### config.mk
export PLATFORM = sky130hd
export DESIGN_NAME = serial_adder_nbit_flat
export DESIGN_NICKNAME = d
export VERILOG_FILES = /design/src/rtl/serial_adder_nbit_if.sv /design/src/rtl/serial_adder_nbit.sv /design/src/flat_wrapper.sv
export SDC_FILE = /design/constraint.sdc
export NUM_CORES = 1
export LEC_CHECK = 0
export CAP_MARGIN = 20
export CORE_UTILIZATION = 35
export DETAILED_ROUTE_END_ITERATION = 8
export PLACE_DENSITY = 0.68
export SLEW_MARGIN = 25
export SYNTH_ARGS = -nofsm -noshare
export SYNTH_HDL_FRONTEND = slang
export SYNTH_SLANG_ARGS = --single-unit
### constraint.sdc
create_clock -name clk_in -period 1.5 [get_ports clk_in]
set_input_delay 0.3 -clock clk_in [delete_from_list [all_inputs] [get_ports clk_in]]
set_output_delay 0.3 -clock clk_in [all_outputs]
set_load 0.01 [all_outputs]
### src/rtl/serial_adder_nbit_if.sv
// Operand/result bundle for the bit-serial adder.
// Optional signed-overflow flag is present only when SERIAL_ADDER_OVF_EN is defined.
interface serial_adder_nbit_if #(
    parameter int WIDTH = 8
);
    logic             start_in;
    logic [WIDTH-1:0] a_in;
    logic [WIDTH-1:0] b_in;
    logic             carry_in;
    logic             busy_out;
    logic             done_out;
    logic [WIDTH-1:0] sum_out;
    logic             carry_out;
`ifdef SERIAL_ADDER_OVF_EN
    logic             overflow_out;
`endif

    modport master (
        output start_in, a_in, b_in, carry_in,
        input  busy_out, done_out, sum_out, carry_out
`ifdef SERIAL_ADDER_OVF_EN
        , overflow_out
`endif
    );

    modport slave (
        input  start_in, a_in, b_in, carry_in,
        output busy_out, done_out, sum_out, carry_out
`ifdef SERIAL_ADDER_OVF_EN
        , overflow_out
`endif
    );
endinterface

### src/rtl/serial_adder_nbit.sv
// Bit-serial WIDTH-bit adder: one full-adder slice per clock, LSB first,
// carry kept in a flop between cycles. Result is registered on completion.
// Optional: define SERIAL_ADDER_OVF_EN to add the signed-overflow flag.
module serial_adder_nbit #(
    parameter int WIDTH = 8
) (
    input  logic               clk_in,
    input  logic               rst_n_in,
    serial_adder_nbit_if.slave bus
);
    localparam int CW = (WIDTH > 1) ? $clog2(WIDTH) : 1;

    typedef enum logic [1:0] {
        IDLE  = 2'd0,
        SHIFT = 2'd1,
        DONE  = 2'd2
    } state_t;

    state_t           state, state_n;
    logic [WIDTH-1:0] a_sr, a_sr_n;
    logic [WIDTH-1:0] b_sr, b_sr_n;
    logic [WIDTH-1:0] sum_sr, sum_sr_n;
    logic             c, c_n;
    logic [CW-1:0]    cnt, cnt_n;
    logic [WIDTH-1:0] sum_q, sum_q_n;
    logic             cout_q, cout_q_n;
    logic             done_q, done_q_n;
    logic             bit_s, bit_c;
    logic [WIDTH-1:0] sum_shifted;
`ifdef SERIAL_ADDER_OVF_EN
    logic             ovf_q, ovf_q_n;
`endif

    // Single full-adder slice on the operand LSBs and the carry flop
    always_comb begin
        bit_s       = a_sr[0] ^ b_sr[0] ^ c;
        bit_c       = (a_sr[0] & b_sr[0]) | (c & (a_sr[0] ^ b_sr[0]));
        sum_shifted = {bit_s, sum_sr[WIDTH-1:1]};
    end

    // Next-state and datapath update
    always_comb begin
        state_n  = state;
        a_sr_n   = a_sr;
        b_sr_n   = b_sr;
        sum_sr_n = sum_sr;
        c_n      = c;
        cnt_n    = cnt;
        sum_q_n  = sum_q;
        cout_q_n = cout_q;
        done_q_n = 1'b0;
`ifdef SERIAL_ADDER_OVF_EN
        ovf_q_n  = ovf_q;
`endif
        case (state)
            IDLE, DONE: begin
                // DONE accepts a start just like IDLE for back-to-back adds
                if (bus.start_in) begin
                    a_sr_n   = bus.a_in;
                    b_sr_n   = bus.b_in;
                    c_n      = bus.carry_in;
                    sum_sr_n = '0;
                    cnt_n    = '0;
                    state_n  = SHIFT;
                end else begin
                    state_n  = IDLE;
                end
            end
            SHIFT: begin
                a_sr_n   = a_sr >> 1;
                b_sr_n   = b_sr >> 1;
                c_n      = bit_c;
                sum_sr_n = sum_shifted;
                cnt_n    = cnt + CW'(1);
                if (cnt == CW'(WIDTH - 1)) begin
                    sum_q_n  = sum_shifted;
                    cout_q_n = bit_c;
                    done_q_n = 1'b1;
`ifdef SERIAL_ADDER_OVF_EN
                    // c is still the carry into the MSB at this edge
                    ovf_q_n  = c ^ bit_c;
`endif
                    state_n  = DONE;
                end
            end
            default: state_n = IDLE;
        endcase
    end

    // State and datapath registers, cleared asynchronously
    always_ff @(posedge clk_in or negedge rst_n_in) begin
        if (!rst_n_in) begin
            state  <= IDLE;
            a_sr   <= '0;
            b_sr   <= '0;
            sum_sr <= '0;
            c      <= 1'b0;
            cnt    <= '0;
            sum_q  <= '0;
            cout_q <= 1'b0;
            done_q <= 1'b0;
`ifdef SERIAL_ADDER_OVF_EN
            ovf_q  <= 1'b0;
`endif
        end else begin
            state  <= state_n;
            a_sr   <= a_sr_n;
            b_sr   <= b_sr_n;
            sum_sr <= sum_sr_n;
            c      <= c_n;
            cnt    <= cnt_n;
            sum_q  <= sum_q_n;
            cout_q <= cout_q_n;
            done_q <= done_q_n;
`ifdef SERIAL_ADDER_OVF_EN
            ovf_q  <= ovf_q_n;
`endif
        end
    end

    // Output drive; busy is a direct decode of SHIFT
    always_comb begin
        bus.busy_out  = (state == SHIFT);
        bus.done_out  = done_q;
        bus.sum_out   = sum_q;
        bus.carry_out = cout_q;
`ifdef SERIAL_ADDER_OVF_EN
        bus.overflow_out = ovf_q;
`endif
    end
endmodule

### src/flat_wrapper.sv
// flat-port wrapper written by rule: the top's interface ports become plain ports
module serial_adder_nbit_flat 
#(
    parameter int WIDTH = 8
)
  (clk_in, rst_n_in, bus_start_in, bus_a_in, bus_b_in, bus_carry_in, bus_busy_out, bus_done_out, bus_sum_out, bus_carry_out);
  serial_adder_nbit_if #(.WIDTH(WIDTH)) bus_i ();
  input  logic clk_in;
  input  logic rst_n_in;
  input wire logic [$bits(bus_i.start_in)-1:0] bus_start_in;
  input wire logic [$bits(bus_i.a_in)-1:0] bus_a_in;
  input wire logic [$bits(bus_i.b_in)-1:0] bus_b_in;
  input wire logic [$bits(bus_i.carry_in)-1:0] bus_carry_in;
  output wire logic [$bits(bus_i.busy_out)-1:0] bus_busy_out;
  output wire logic [$bits(bus_i.done_out)-1:0] bus_done_out;
  output wire logic [$bits(bus_i.sum_out)-1:0] bus_sum_out;
  output wire logic [$bits(bus_i.carry_out)-1:0] bus_carry_out;
  assign bus_i.start_in = bus_start_in;
  assign bus_i.a_in = bus_a_in;
  assign bus_i.b_in = bus_b_in;
  assign bus_i.carry_in = bus_carry_in;
  assign bus_busy_out = bus_i.busy_out;
  assign bus_done_out = bus_i.done_out;
  assign bus_sum_out = bus_i.sum_out;
  assign bus_carry_out = bus_i.carry_out;
  serial_adder_nbit #(.WIDTH(WIDTH)) u_core (.clk_in(clk_in), .rst_n_in(rst_n_in), .bus(bus_i));
endmodule
Word-level counts from Yosys, hierarchy flattened
Index checks and enable logic that the tools add are counted.
W data, S select, Z words.
{ "word_totals": {"register_bits": 40, "inputBits": 20, "output_inout_bits": 11, "wordCells": 40} }
{ "classes": {"n_addsub": 1, "eq_ne": 5, "mux": 15, "n_bitwise": 5, "n_reduce_logical": 5} }
{ "op_table": {"columns": ["op", "n"], "rows": [
  ["$pmux W8 S2", 3],
  ["$mux W8", 3],
  ["$pmux W3 S2", 1],
  ["$mux W1", 4],
  ["$pmux W2 S2", 1],
  ["$reduce_and A2 Y1", 2],
  ["$add A3 B1 Y3 const B", 1],
  ["$eq A3 B3 Y1 const B", 1],
  ["$mux W3", 1],
  ["$and A1 B1 Y1", 2],
  ["$eq A2 B1 Y1 const B", 1],
  ["$eq A2 B2 Y1 const B", 1],
  ["$logic_not A2 Y1", 1],
  ["$mux W2", 1],
  ["$ne A2 B1 Y1 const B", 1],
  ["$ne A2 B2 Y1 const B", 1],
  ["$pmux W1 S2", 1],
  ["$reduce_bool A2 Y1", 1],
  ["$reduce_or A2 Y1", 1],
  ["$xor A1 B1 Y1", 2],
  ["$or A1 B1 Y1", 1]
]} }

Logic depth before layout (Yosys ltp)
Gate-level depths: netlist (run 1).
{ "depth": {"ltp_word": 4, "mapped_depth": 6} }

Worst setup path after synthesis (run 1)
OpenSTA, ideal clock, no wires.
{ "synth_timing": {"kind": "register -> register", "start": "reg u_core.cnt[0]", "end": "reg u_core.sum_q[0] (netlist: u_core.bus.sum_out[0])", "arrival_ns": 1.216, "required_time_ns": 1.373, "setup_slack_ns": 0.157, "path_stages_with_launch": 6, "period_less_slack_ns": 1.343, "cell_sequence": "dfrtp_1 > ha_1 > ha_1 > nand2_4 > inv_2 > mux2_1"} }
{ "synth_between": {"elab_chain_cells": 2} }
{ "synth_lines": {"columns": ["element", "line_no", "rtl"], "rows": [
  ["start, declared", "serial_adder_nbit.sv:24", "logic [CW-1:0] cnt, cnt_n;"],
  ["start signal, assigned", "serial_adder_nbit.sv:111", "cnt <= cnt_n;"],
  ["$eq A3 B3 Y1", "serial_adder_nbit.sv:75", "if (cnt == CW'(WIDTH - 1)) begin"],
  ["$reduce_and A2 Y1 (no source line)", null, null],
  ["end signal, assigned", "serial_adder_nbit.sv:112", "sum_q <= sum_q_n;"],
  ["end, declared", "serial_adder_nbit.sv:25", "logic [WIDTH-1:0] sum_q, sum_q_n;"]
]} }
Every way passes these cells.
A chain may end at the register's enable or synchronous reset.

Worst setup path after layout (run 1)
{ "layout_timing": {"start": "reg u_core.sum_q[7] (netlist: u_core.bus.sum_out[7])", "end": "out bus_sum_out[7]"} }
{ "layout_rtl": {"columns": ["element", "line_no", "rtl"], "rows": [
  ["end, declared", "flat_wrapper.sv:16", "output wire logic [$bits(bus_i.sum_out)-1:0] bus_sum_out;"]
]} }
No word-level cell between the ends.

==> summary.txt, run 1 <==
STA
  – Endpoints failing setup: 0
  – Slew Limit Fails: 0
  – RSZ-0062 raised after global routing: false
  – Worst Skew: 3.12 ps
  – Least-Margin Pin Slew: 495 ps
  – Final Worst Setup Slack: 38.1 ps
  – Period utilization: 0.975
  – Fin crit period: 1460 ps
  – F_max: 684 MHz
  – Worst hold slack: 68.2 ps
  – Final-report hold violation count: 0
  – Rel. slew slack: 0.670

Run status
  – Outcome: finished, final reports clean

Clock network
  – Root Driver: clkbuf_8
  – Clk pin slew, worst setup/hold paths: 70 ps
  – Max Buffers Root-to-Sink: 2
  – CTS tree: yes
  – CTS H-tree depth: 2
  – Clock latency on the worst-skew pair: 280 ps
  – Sink Count: 39
  – Total CTS buffers: 5

Worst hold path
  – Hold crit path type: input pin to async pin

Worst setup path
  – Critical path endpoint category: output port
  – R2R Path End: u_core.bus.sum_out[0]$_DFFE_PN0P_
  – Slowest stage delay, CP: 540 ps
  – Critical Path RT: 1200 ps
  – Top delay family on crit path: buffers and inverters
  – CP max-delay cell: clkdlybuf4s50_1
  – Reg2Reg Setup Slack: 100 ps
  – Critical Path Source Type: flop
  – Crit-path cells: clkdlybuf4s50_1
  – Reg2reg start: u_core.cnt[0]$_DFFE_PN0P_
  – Crit path kind: flop to output port
  – Buffers plus inverters on the worst setup path: 1
  – Length in cells of the worst reg-to-reg path: 5
  – CP Max Fanout: 2
  – Crit path DAT: 1160 ps

Power
  – Pleak: 0.00110 µW
  – Max rail drop VDD: 648 µV
  – NetSw: 1410 µW
  – Power Internal: 2980 µW
  – Clk pwr share: 0.203
  – Sequential power share: 0.413
  – PwrDens: 1980 mW/mm²
  – Tot Pwr: 4390 µW
  – Net Sw Frac: 0.322
  – Comb power frac: 0.384

GRT
  – Vias in the first global route: 1289
  – First-pass GRT wire length: 5750 µm
  – Total global-route track usage: 0.145
  – Grt ovf: 0
  – Initial antenna violation count: 0
  – Largest net degree at the start of global routing: 40

Routing
  – Drt wl/cell: 14.3 µm
  – 1st-iter DRT viols: 86
  – DR vias/cell: 5.21
  – DRT antenna net count: 0
  – Drt pass-1 iters: 4
  – Drt total wl: 3270 µm
  – Via count: 1192
  – Residual DRC: 0

Yosys
  – Synth Area in Adders: 0.0266
  – Synth area leader: dfrtp_1
  – Mapped Cells: 136
  – Xor/xnor share of the synthesized area: 0
  – Largest family of logic cells by synthesized area: compound AO/OA/AOI/OAI gates
  – Flops & latches, synth: 39
  – Seq/Total Area, Yosys: 0.576
  – Simple-gate area share of the yosys netlist: 0.0436
  – Top post-synthesis cells by area: dfrtp_1 58%, mux2_2 7.3%, a22o_1 5.2%
  – Ys flop type: dfrtp_1
  – Yosys warning total: 0
  – EDFF count, synth: 0
  – Post-synth top cells: 39 x dfrtp_1, 15 x a21oi_1, 12 x inv_1, 11 x mux2_2
  – Synth top area share: 0.576
  – Mux cell area share after synthesis: 0.122
  – Post-synth cell types: 24
  – Count leader, synth: dfrtp_1
  – Post-Syn Area: 0.00169 mm²
  – Post-synth net total: 159
  – Syn_area_per_cell: 12.4 µm²
  – Fraction of registers with async set/reset: 1.00
  – Compound-Gate Fraction of Synth Area: 0.166

Placed design
  – IO buf count: 30
  – Place WS: -42.4 ps
  – Area post-placement: 0.00207 mm²
  – GP Congestion: 0.779
  – Detail Placement HPWL: 2360 µm
  – Placed Instances: 220

Finish
  – Final net count: 199
  – Non-filler instance count after layout: 229
  – Share of cells above drive strength 1: 0.209
  – Cell area after layout: 0.00221 mm²
  – Area growth syn-to-layout: 30.7%
  – N_diodes: 0

Floorplanning
  – Row count: 24
  – Full die area: 0.00512 mm²
  – Die width: 71.5 µm
  – Initial Utilization: 0.376
  – Core area: 0.00450 mm²
  – Ports: 31
  – Die Height: 71.5 µm

Job
  – MaxCap Viol Count: 0
-- cells by family (layout without fill, tap and decap cells) --
group,after synthesis,in the layout
buffers and inverters,22,63
adder cells (fa/ha/maj),3,3
AO/OA/AOI/OAI,43,43
AND/OR/NAND/NOR,10,10
flip-flops,39,39
multiplexers,19,19
-- power groups by stage --
| stage | combinational, µW | sequential, µW | clock [µW] |
|---|---|---|---|
| final | 1690 | 1810 | 890 |
| after global routing | 1900 | 1870 | 951 |
| after CTS | 1720 | 1820 | 910 |
| after detailed placement | 1730 | 1830 | 0 |
| after global placement | 1650 | 1810 | 0 |
| after floorplan | 1120 | 1800 | 0 |
-- sequential cells by signal, summed over array words and instances (netlist names) --
signal                count
u_core.c                  1
u_core.cnt                3
u_core.state              2
u_core.a_sr               8
u_core.bus.carry_out      1
u_core.bus.done_out       1
u_core.b_sr               8
u_core.sum_sr             7
u_core.bus.sum_out        8
-- per-stage QoR --
stage | TNS (ps) | util
CTS | 0 | 0.486
floorplan | 0 | -
detailed placement | -196 | 0.460
global placement | -14.6 | 0.460
global route | 0 | 0.491
finish | 0 | 0.491
-- layout make-up --
cell class / count / area [µm²]
fillers: 387 / 2290
flip-flops and latches: 39 / 976
multi-input cells: 75 / 608
repair buffers: 41 / 390
clock buffers: 6 / 82.6
well taps: 52 / 65.1
inverters: 14 / 55.1
clock inverters: 2 / 35.0
-- repair_timing --
action | in CTS | in global routing
hold buffers | 0 | 0
setup buffers | 0 | 1
setup endpoints to repair | 2 | 14
gates resized for setup | 2 | 7
pin swaps | 0 | 0
-- metal layers --
layer / vias to the layer above / track usage / part of all wire
li1: 566 / - / -
met1: 593 / 0.172 / 0.43
met2: 27 / 0.251 / 0.53
met3: 6 / 0.0366 / 0.026
met4: 0 / 0.0632 / 0.0098
met5: - / 0 / 0
-- how the worst max path moves through the flow --
stage,from,endpoint,slack [ps],cells after the start
after floorplan,u_core.cnt[0]$_DFFE_PN0P_,u_core.bus.sum_out[0]$_DFFE_PN0P_,160,5
after global placement,bus_start_in,u_core.b_sr[7]$_DFFE_PN0P_,-10,5
after detailed placement,bus_start_in,u_core.b_sr[7]$_DFFE_PN0P_,-40,5
after CTS,u_core.bus.sum_out[2]$_DFFE_PN0P_,bus_sum_out[2],10,1
after global routing,u_core.bus.sum_out[7]$_DFFE_PN0P_,bus_sum_out[7],2,1
final,u_core.bus.sum_out[7]$_DFFE_PN0P_,bus_sum_out[7],40,1
-- layout by cell type (no fill, tap or decap), drive strengths merged, types with 10 or more instances in the layout --
cell / netlist / layout
dfrtp: 39 / 39
clkdlybuf4s50: 0 / 21
a21oi: 15 / 15
inv: 14 / 14
mux2: 13 / 13
buf: 6 / 12
o22ai: 10 / 10
a22o: 10 / 10
Power figures use the tool's default switching activity.
==> run 2, diff against run 1 <==
Settings changed: MAX_ROUTING_LAYER from default to met4.
==> summary.txt, run 2 (synthesis gave the netlist of run 1 again) <==
Run status
  – Outcome: finished, final reports clean

STA
  – Endpoints failing setup: 0
  – F_max: 684 MHz
  – RSZ-0062 raised after global routing: false
  – Least-Margin Pin Slew: 493 ps
  – Final TNS setup: 0 ps
  – Final-report hold violation count: 0
  – Worst Skew: 1.96 ps
  – Rel. slew slack: 0.672
  – Slew Limit Fails: 0
  – Fin crit period: 1460 ps
  – Period utilization: 0.975

Floorplanning
  – Core area: 0.00450 mm²
  – Row count: 24
  – Full die area: 0.00512 mm²
  – Die Height: 71.5 µm
  – Die width: 71.5 µm
  – Initial Utilization: 0.376
  – Ports: 31

Placed design
  – Detail Placement HPWL: 2360 µm
  – Placed Instances: 220
  – GP Congestion: 0.790
  – IO buf count: 30

Routing
  – Residual DRC: 0
  – 1st-iter DRT viols: 82
  – Drt pass-1 iters: 4
  – DR vias/cell: 5.23
  – DRT antenna net count: 0
  – Drt wl/cell: 14.3 µm
  – Drt total wl: 3270 µm
  – Via count: 1198

Clock network
  – Root Driver: clkbuf_8
  – CTS H-tree depth: 2
  – Total CTS buffers: 5
  – CTS tree: yes
  – Sink Count: 39
  – Max Buffers Root-to-Sink: 2
  – Clock latency on the worst-skew pair: 280 ps
  – Clk pin slew, worst setup/hold paths: 70 ps

Power
  – Pleak: 0.00110 µW
  – Max rail drop VDD: 648 µV
  – PwrDens: 1980 mW/mm²
  – Tot Pwr: 4390 µW

Finish
  – Non-filler instance count after layout: 229
  – Most frequent cells in the layout: 39 x dfrtp_1, 21 x clkdlybuf4s50_1, 15 x a21oi_1, 12 x inv_1
  – N_diodes: 0
  – Area growth syn-to-layout: 30.7%
  – Final net count: 199
  – Fill cell count: 387
  – Share of cells above drive strength 1: 0.209
  – Most common cell after layout, fill and taps aside: dfrtp_1

GRT
  – Grt ovf: 0
  – First-pass GRT wire length: 5770 µm
  – Vias in the first global route: 1290
  – Largest net degree at the start of global routing: 40
  – Initial antenna violation count: 0
  – Total global-route track usage: 0.150

Worst setup path
  – R2R Path End: u_core.bus.sum_out[0]$_DFFE_PN0P_
  – Crit path kind: flop to output port
  – Buffers plus inverters on the worst setup path: 1
  – Crit path DAT: 1160 ps
  – Critical path endpoint category: output port
  – Reg2reg start: u_core.cnt[0]$_DFFE_PN0P_
  – Length in cells of the worst reg-to-reg path: 5
  – Slowest stage delay, CP: 540 ps
  – Beginning of the critical path: u_core.bus.sum_out[7]$_DFFE_PN0P_
  – Crit-path cells: clkdlybuf4s50_1
  – CP Max Fanout: 2
  – Reg2Reg Setup Slack: 100 ps
  – CP max-delay cell: clkdlybuf4s50_1
  – Critical Path RT: 1200 ps
  – Critical Path Source Type: flop
  – Top delay family on crit path: buffers and inverters

Job
  – MaxCap Viol Count: 0

Worst hold path
  – Hold crit path type: input pin to async pin
## run 2: cell counts in the layout (fill, tap and decap cells not counted)
Identical to the previous run, type by type.
## run 2: how the worst max path moves through the flow
stage,to,slack (ps),cells after the start
floorplan,u_core.bus.sum_out[0]$_DFFE_PN0P_,160,5
global placement,u_core.b_sr[7]$_DFFE_PN0P_,-10,5
detailed placement,u_core.b_sr[7]$_DFFE_PN0P_,-40,5
CTS,bus_sum_out[2],10,1
global route,bus_sum_out[7],2,1
finish,bus_sum_out[7],40,1
## run 2: cell type report
cell class                 count  area [µm²]  area share
clock buffer                   6        82.6      0.0373
inverter                      14        55.1      0.0249
multi-input combinational     75         608       0.275
tap                           52        65.1      0.0294
clock inverter                 2        35.0      0.0158
timing repair buffer          41         390       0.176
sequential                    39         976       0.441
## run 2: power breakdown
part	switching, µW	internal (µW)
clock	353	538
sequential	294	1520
combinational	766	921
## run 2: through the flow
| stage | setup slack (ps) | utilization | hold slack (ps) | instance area, µm² |
|---|---|---|---|---|
| after floorplan | 157 | - | 4.41 | 1690 |
| after global placement | -14.6 | 0.460 | 371 | 2070 |
| after detailed placement | -42.4 | 0.460 | 379 | 2070 |
| after CTS | 10.2 | 0.486 | 75.1 | 2190 |
| after global routing | 1.89 | 0.491 | 94.6 | 2210 |
| final | 37.7 | 0.491 | 61.5 | 2210 |
## run 2: layer usage
layer  up-vias  part of all wire  GRT usage
li1        566                 -          -
met1       603              0.42      0.173
met2        23              0.54      0.251
met3         6             0.026     0.0366
met4         0            0.0098     0.0632
met5         -                 0          -
## run 2: timing repair
| item | CTS | global route |
|---|---|---|
| resized for setup | 2 | 7 |
| endpoints found under the setup margin | 2 | 14 |
| gates cloned | 0 | 0 |
| hold buffers | 0 | 0 |
| setup buffers | 0 | 1 |
| hold endpoints to repair | 0 | 0 |
